**src/rtl/fetch_prefetch_queue.sv**
```systemverilog
// Fetch front end: owns the fetch PC, issues reads to the synchronous instruction RAM and queues returned words for decode.
// First word is visible 2 edges after issue; a stalled decode holds the head while fetch fills the remaining queue slots.

// Generic flushable FIFO; read head is combinational from storage, pointers wrap on power-of-2 DEPTH.
// One-cycle push-to-visible latency; pushing when full or popping when empty is the caller's responsibility.
module fetch_pq_fifo #(
  parameter int DEPTH = 4,
  parameter int WIDTH = 64
) (
  input  logic                     clock,
  input  logic                     clear,
  input  logic                     flush,
  input  logic                     push,
  input  logic [WIDTH-1:0]         push_dat,
  input  logic                     pop,
  output logic [WIDTH-1:0]         head_dat,
  output logic [$clog2(DEPTH):0]   count
);
  localparam int PW = $clog2(DEPTH);

  logic [WIDTH-1:0] mem [DEPTH];
  logic [PW-1:0]    rd_ptr;
  logic [PW-1:0]    wr_ptr;

  always_ff @(posedge clock or posedge clear) begin
    if (clear) begin
      rd_ptr <= '0;
      wr_ptr <= '0;
      count  <= '0;
    end else if (flush) begin
      rd_ptr <= '0;
      wr_ptr <= '0;
      count  <= '0;
    end else begin
      if (push) wr_ptr <= wr_ptr + 1'b1;
      if (pop)  rd_ptr <= rd_ptr + 1'b1;
      case ({push, pop})
        2'b10:   count <= count + 1'b1;
        2'b01:   count <= count - 1'b1;
        default: count <= count;
      endcase
    end
  end

  // Storage has no reset; occupancy is tracked entirely by count.
  always_ff @(posedge clock) begin
    if (push && !flush) mem[wr_ptr] <= push_dat;
  end

  assign head_dat = mem[rd_ptr];
endmodule

module fetch_prefetch_queue #(
  parameter int          DEPTH    = 4,
  parameter int          IMEM_AW  = 8,
  parameter logic [31:0] RESET_PC = 32'd0,
  parameter logic [31:0] NOP      = 32'h0000_0013
) (
  input  logic               clock,
  input  logic               clear,
  input  logic               redirect,
  input  logic [31:0]        redirect_pc,
  input  logic               id_ready,
  output logic               imem_en,
  output logic [IMEM_AW-1:0] imem_addr,
  input  logic [31:0]        imem_data,
  output logic               id_valid,
  output logic [31:0]        id_instr,
  output logic [31:0]        id_pc
);
  localparam int CW = $clog2(DEPTH) + 1;

  typedef struct packed {
    logic [31:0] pc;
    logic [31:0] instr;
  } entry_t;

  logic [31:0] fetch_pc;
  logic [31:0] inflight_pc;
  logic        inflight;
  logic [CW-1:0] count;
  logic [CW:0]   credit_used;
  logic        push;
  logic        pop;
  entry_t      push_ent;
  entry_t      head_ent;

  // A slot is reserved at issue time, so the in-flight read counts against capacity.
  assign credit_used = {1'b0, count} + {{CW{1'b0}}, inflight};
  assign imem_en     = !clear && !redirect && (credit_used < (CW+1)'(DEPTH));
  assign imem_addr   = fetch_pc[IMEM_AW-1:0];

  assign id_valid = (count != '0);
  assign id_instr = id_valid ? head_ent.instr : NOP;
  assign id_pc    = id_valid ? head_ent.pc    : 32'd0;

  // Redirect voids both the returning stale word and any concurrent consume.
  assign push     = inflight && !redirect;
  assign pop      = id_valid && id_ready && !redirect;
  assign push_ent = '{pc: inflight_pc, instr: imem_data};

  always_ff @(posedge clock or posedge clear) begin
    if (clear) begin
      fetch_pc    <= RESET_PC;
      inflight    <= 1'b0;
      inflight_pc <= 32'd0;
    end else if (redirect) begin
      fetch_pc <= redirect_pc;
      inflight <= 1'b0;
    end else begin
      inflight <= imem_en;
      if (imem_en) begin
        inflight_pc <= fetch_pc;
        fetch_pc    <= fetch_pc + 32'd1;
      end
    end
  end

  fetch_pq_fifo #(
    .DEPTH (DEPTH),
    .WIDTH ($bits(entry_t))
  ) u_fifo (
    .clock    (clock),
    .clear    (clear),
    .flush    (redirect),
    .push     (push),
    .push_dat (push_ent),
    .pop      (pop),
    .head_dat (head_ent),
    .count    (count)
  );
endmodule

```
**config.mk**
```make
export PLATFORM = sky130hd
export DESIGN_NAME = fetch_prefetch_queue
export DESIGN_NICKNAME = d
export VERILOG_FILES = /design/src/rtl/fetch_prefetch_queue.sv
export SDC_FILE = /design/constraint.sdc
export NUM_CORES = 1
export LEC_CHECK = 0
export BUFFER_PORTS_ARGS = -buffer_cell sky130_fd_sc_hd__clkbuf_2
export CORE_ASPECT_RATIO = 1.25
export CORE_UTILIZATION = 45
export DETAILED_ROUTE_END_ITERATION = 16
export PLACE_DENSITY = 0.69
export SLEW_MARGIN = 20
export SYNTH_ARGS = -nofsm -noshare
export SYNTH_HDL_FRONTEND = slang
export SYNTH_HIERARCHICAL = 1
export SYNTH_SLANG_ARGS = --single-unit
```
**constraint.sdc**
```tcl
create_clock -name clock -period 3.95 [get_ports clock]
set_clock_uncertainty 0.05 [all_clocks]
set_input_delay 0.5925 -clock clock [delete_from_list [all_inputs] [get_ports clock]]
set_output_delay 0.5925 -clock clock [all_outputs]
set_load 0.01 [all_outputs]
```
After elaboration in Yosys (flattened, before gate mapping)
Memory sizes are Yosys's and may differ from the RTL's.
Cells that the tools add are included.
- bits in latches: 0
- flip-flop bits (word level): 72
- memories: 1
- ROM bits: 0
- memory bits (writable): 256
- output and inout bits: 74
- input port bits: 68
- bitwise logic cells: 1
- shift operators: 0
- multipliers: 0
- $lt $le $gt $ge: 1
- div/mod/pow operators: 0
- reduce and logical (&&, ||, !) cells: 14
- equality and inequality tests: 2
- multiplexer cells: 13
- add/subtract/negate cells: 6
- memory list (memory ; depth ; width ; read ports ; clocked after Yosys merged registers in ; write ports ; line ; RTL):
    u_fifo.mem ; 4 ; 64 ; 1 ; 0 ; 1 ; 21 ; logic [WIDTH-1:0] mem [DEPTH];
- operators by type and width (kind ; count):
    $mux W32 ; 4
    $add A32 B1 Y32 const B ; 1
    $mux W2 ; 4
    $logic_and A1 B1 Y1 ; 6
    $pmux W3 S2 ; 1
    $reduce_bool A2 Y1 ; 3
    $reduce_bool A3 Y1 ; 2
    $add A2 B1 Y2 const B ; 2
    $add A3 B1 Y4 ; 1
    $lt A4 B3 Y1 const B ; 1
    $add A3 B1 Y3 const B ; 1
    $mux W1 ; 3
    $mux W3 ; 1
    $sub A3 B1 Y3 const B ; 1
    $eq A2 B1 Y1 const B ; 1
    $eq A2 B2 Y1 const B ; 1
    $logic_not A1 Y1 ; 2
    $reduce_and A2 Y1 ; 1
    $not A1 Y1 ; 1

Logic depth before layout (Yosys ltp)
- depth in word-level cells: 6
- depth in mapped cells: 9
- depth with buffers taken out: 7

By module
The synthesis kept the hierarchy.
- by module, submodules not included (module ; times used ; cells an instance ; area an instance (um^2)):
    fetch_pq_fifo ; 1 ; 376 ; 9660.5
    fetch_prefetch_queue ; 1 ; 444 ; 3639.7

Worst setup path before layout
No wires, ideal clock.
- kind: input-to-reg
- from: input port redirect
- to: memory u_fifo.mem[0][0], enable pin
- data arrival time: 2909 ps
- path slack: 562 ps
- path buffers: 3
- stages on the path: 6
- cells stage by stage: buf_6 > clkbuf_1 > nor2b_1 > buf_2 > nor2b_1 > and2_1
- longest elaborated chain between the ends: 5
- RTL lines (item ; line ; RTL):
    start: declaration ; 61 ; input logic redirect,
    $logic_not A1 Y1 ; 98 ; assign push = inflight && !redirect;
    $logic_and A1 B1 Y1 ; 98 ;
    named net push ; 83 ; logic push;
    $logic_and A1 B1 Y1 ; 47 ; if (push && !flush) mem[wr_ptr] <= push_dat;
    $mux W1 ; 47 ;
    $mux W1 (implied by the code) ; 47 ;
    end: declaration ; 21 ;
The timed path passes the listed nets, and every way through them passes these cells.

Worst setup path in the final report
- from: input port clear
- to: output port imem_en
- longest elaborated chain between the ends: 3
- RTL lines (item ; line ; RTL):
    start: declaration ; 60 ; input logic clear,
    $logic_not A1 Y1 (no source line) ; - ;
    $logic_and A1 B1 Y1 (2 in a row) ; 90 ; assign imem_en = !clear && !redirect && (credit_used < (CW+1)'(DEPTH));
    end: declaration ; 64 ; output logic imem_en,
Every way passes these cells.

==> reports/qor.txt <==
LEAKAGE = 5.66 nW
GRT Total Usage = 17.7%
Syn Inst Count = 820
DR vias/cell = 5.32
largest net degree at the start of global routing = 67
chip height = 194 µm
I/O pins = 142
vias in the first global route = 7541
status = complete, no violations
Syn. warnings = 6
Area after DPL = 14400 µm²
Post-synth EDFFs = 256
sequential area share after synthesis = 71.3%
crit-path max cell delay = 0.61 ns
leading cell type in the layout, fill and taps excluded = edfxtp_1
number of port buffers = 141
Async SR Flop Fraction = 22.0%
Vias = 7318
most frequent cells in the layout = edfxtp_1 (256), clkbuf_2 (141), nand2_1 (126), dfrtp_1 (70), mux4_2 (64)
CTS resizes = 0
DRT Pass-1 Iters = 4
crit path cell chain = dlygate4sd3_1 -> clkbuf_2 -> or3_4 -> or2_2 -> inv_1 -> clkbuf_2
P&R area growth vs syn = 15.8%
critical path arrival = 2.52 ns
max-slew violations = 0
Post-Route Utilization = 52.8%
fin crit share = 80.1%
CP Capture Type = output pin
Slew @ Worst Pin = 0.877 ns
full die area = 30300 µm²
Setup Viol. Count Final = 0
Yosys cell types = 46
Initial Util = 45.6%
Post-Synthesis Net Count = 894
Rel. slew slack = 41.6%
post-route minimum period = 3.16 ns
Fmax = 316 MHz
clock buffer depth = 3
CTS Sinks = 328
CP most frequent cell = clkbuf_2
hpwl dp = 16300 µm
Clk Latency, worst-skew pair = 0.54 ns
P per Cell Area = 488 nW/µm²
Setup WS post-layout = 0.787 ns
clock-pin slew on the worst setup and hold paths = 0.06 ns
Wirelength per Cell = 19.0 µm
Clk Tree Root Cell = clkbuf_16
Layout Nets = 1030
CTS tree = built
Critical-path top delay cell = or2_2
core area = 29200 µm²
row cnt = 70
VDD IR max = 0.000439 V
Syn Area/Cell = 16.2 µm²
# DRC = 0
worst-path maximum fanout = 42
final hold slack = 0.201 ns
initial antenna violation count = 0
Ant. Diodes = 0
postcts setup bufs = 0
layout cells sized above 1 = 28.9%
RSZ-0062 raised after global routing = false
CTS buffer count = 30
crit path launch type = input port
setup TNS = 0 ns
flops & latches, synth = 328
Worst Path Required = 3.31 ns
# hold bufs at CTS = 1
WS Path Type = in2out
htree depth = 1
Detailed Route Iter0 Violations = 367
max-cap violations = 0
design area = 15400 µm²
Hold Vio Cnt, Final = 0
DRT antenna net count = 0
first-pass GRT wire length = 41400 µm
GRT overflow = 0
Synth Flop Type = edfxtp_1
Final GP Congestion = 0.812
WL final = 26100 µm
pre-CTS setup slack = 0.864 ns
post-synthesis cell area = 13300 µm²
width of the chip = 156 µm
crit path buf inv count = 4
Top Family by Delay on Critical Path = buffers and inverters
Hold Crit Class = in2reg
-- final timing paths --
kind | start | to | slack (ns) | cells after the start
min | redirect_pc[0] | fetch_pc[0]$_DFFE_PP0P_ | 0.20 | 3
max in group asynchronous | clear | inflight_pc[6]$_DFFE_PP0P_ | 2.39 | 4
max | clear | imem_en | 0.79 | 6
min in group asynchronous | clear | u_fifo/count[2]$_DFFE_PP0P_ | 0.49 | 3
min reg2reg | inflight_pc[6]$_DFFE_PP0P_ | u_fifo/mem[3][38]$_DFFE_PP_ | 0.47 | 0
max reg2reg | u_fifo/count[1]$_DFFE_PP0P_ | u_fifo/count[2]$_DFFE_PP0P_ | 1.14 | 8
-- sequential cells by signal, summed over array words and instances (netlist names) --
signal,flops
inflight_pc,32
u_fifo/count,3
u_fifo/wr_ptr,2
u_fifo/rd_ptr,2
inflight,1
u_fifo/mem,256
fetch_pc,32
-- area by class of cell --
class	instances	area (µm²)
tap	396	495
clock inverter	8	65.1
sequential	328	9500
timing repair buffer	158	898
clock buffer	48	931
multi-input combinational	425	3450
fill	2427	13800
inverter	13	62.6
-- report_power, final --
group	internal [W]	switching (W)
clock network	0.00167	0.00118
registers	0.00390	0.000148
logic	0.000264	0.000345
total	0.00584	0.00167
-- stage by stage --
step,power [W],cells
2_1_floorplan,0.00448,820
3_3_place_gp,0.00472,1319
3_5_place_dp,0.00474,1319
4_1_cts,0.00760,1376
5_1_grt,0.00779,1376
6_report,0.00751,1376
-- cell usage after synthesis, types with 5 or more instances --
cell type,n,area (µm²)
a21oi_1,5,25.0
and2_1,66,413
and3_1,5,31.3
buf_2,13,65.1
buf_4,10,75.1
buf_6,7,78.8
clkbuf_1,24,90.1
dfrtp_1,72,1800
edfxtp_1,256,7690
ha_1,5,62.6
inv_1,12,45.0
mux4_2,64,1440
nand2_1,126,473
nand3_1,20,100
nand4_1,12,75.1
nor2_1,21,78.8
nor3_1,6,30.0
o211ai_1,12,90.1
o21ai_0,24,120
o311ai_0,6,52.6
-- worst reg2reg max path, cell delays in order, from the launching register on --
cell and delay, ns:
dfrtp_1 0.41, or3_2 0.48, buf_4 0.33, and3_1 0.36, nor2b_1 0.17, fa_1 0.39
nor3b_1 0.27, o21ai_0 0.10, nor3b_1 0.14
-- cells by family (layout without fill, tap and decap cells) --
logic type / count (synthesis) / in the layout / share of synthesized area [%]
AOI/OAI and AO/OA: 67 / 67 / 3.41
xor gates and xnor gates: 7 / 7 / 0.461
adders and majority gates: 6 / 6 / 0.621
buffers and inverters: 67 / 227 / 2.78
DFF: 328 / 328 / 71.3
muxes: 66 / 66 / 11.0
and+or+nand+nor: 279 / 279 / 10.4
-- metal layers --
layer,up-vias,GRT usage [%],part of all wire (%)
li1,3371,-,-
met1,3706,24.3,43
met2,205,29.8,51
met3,36,2.39,4.7
met4,0,4.54,1.7
met5,-,0,0
Note: power is estimated with default switching activity, not from simulation.
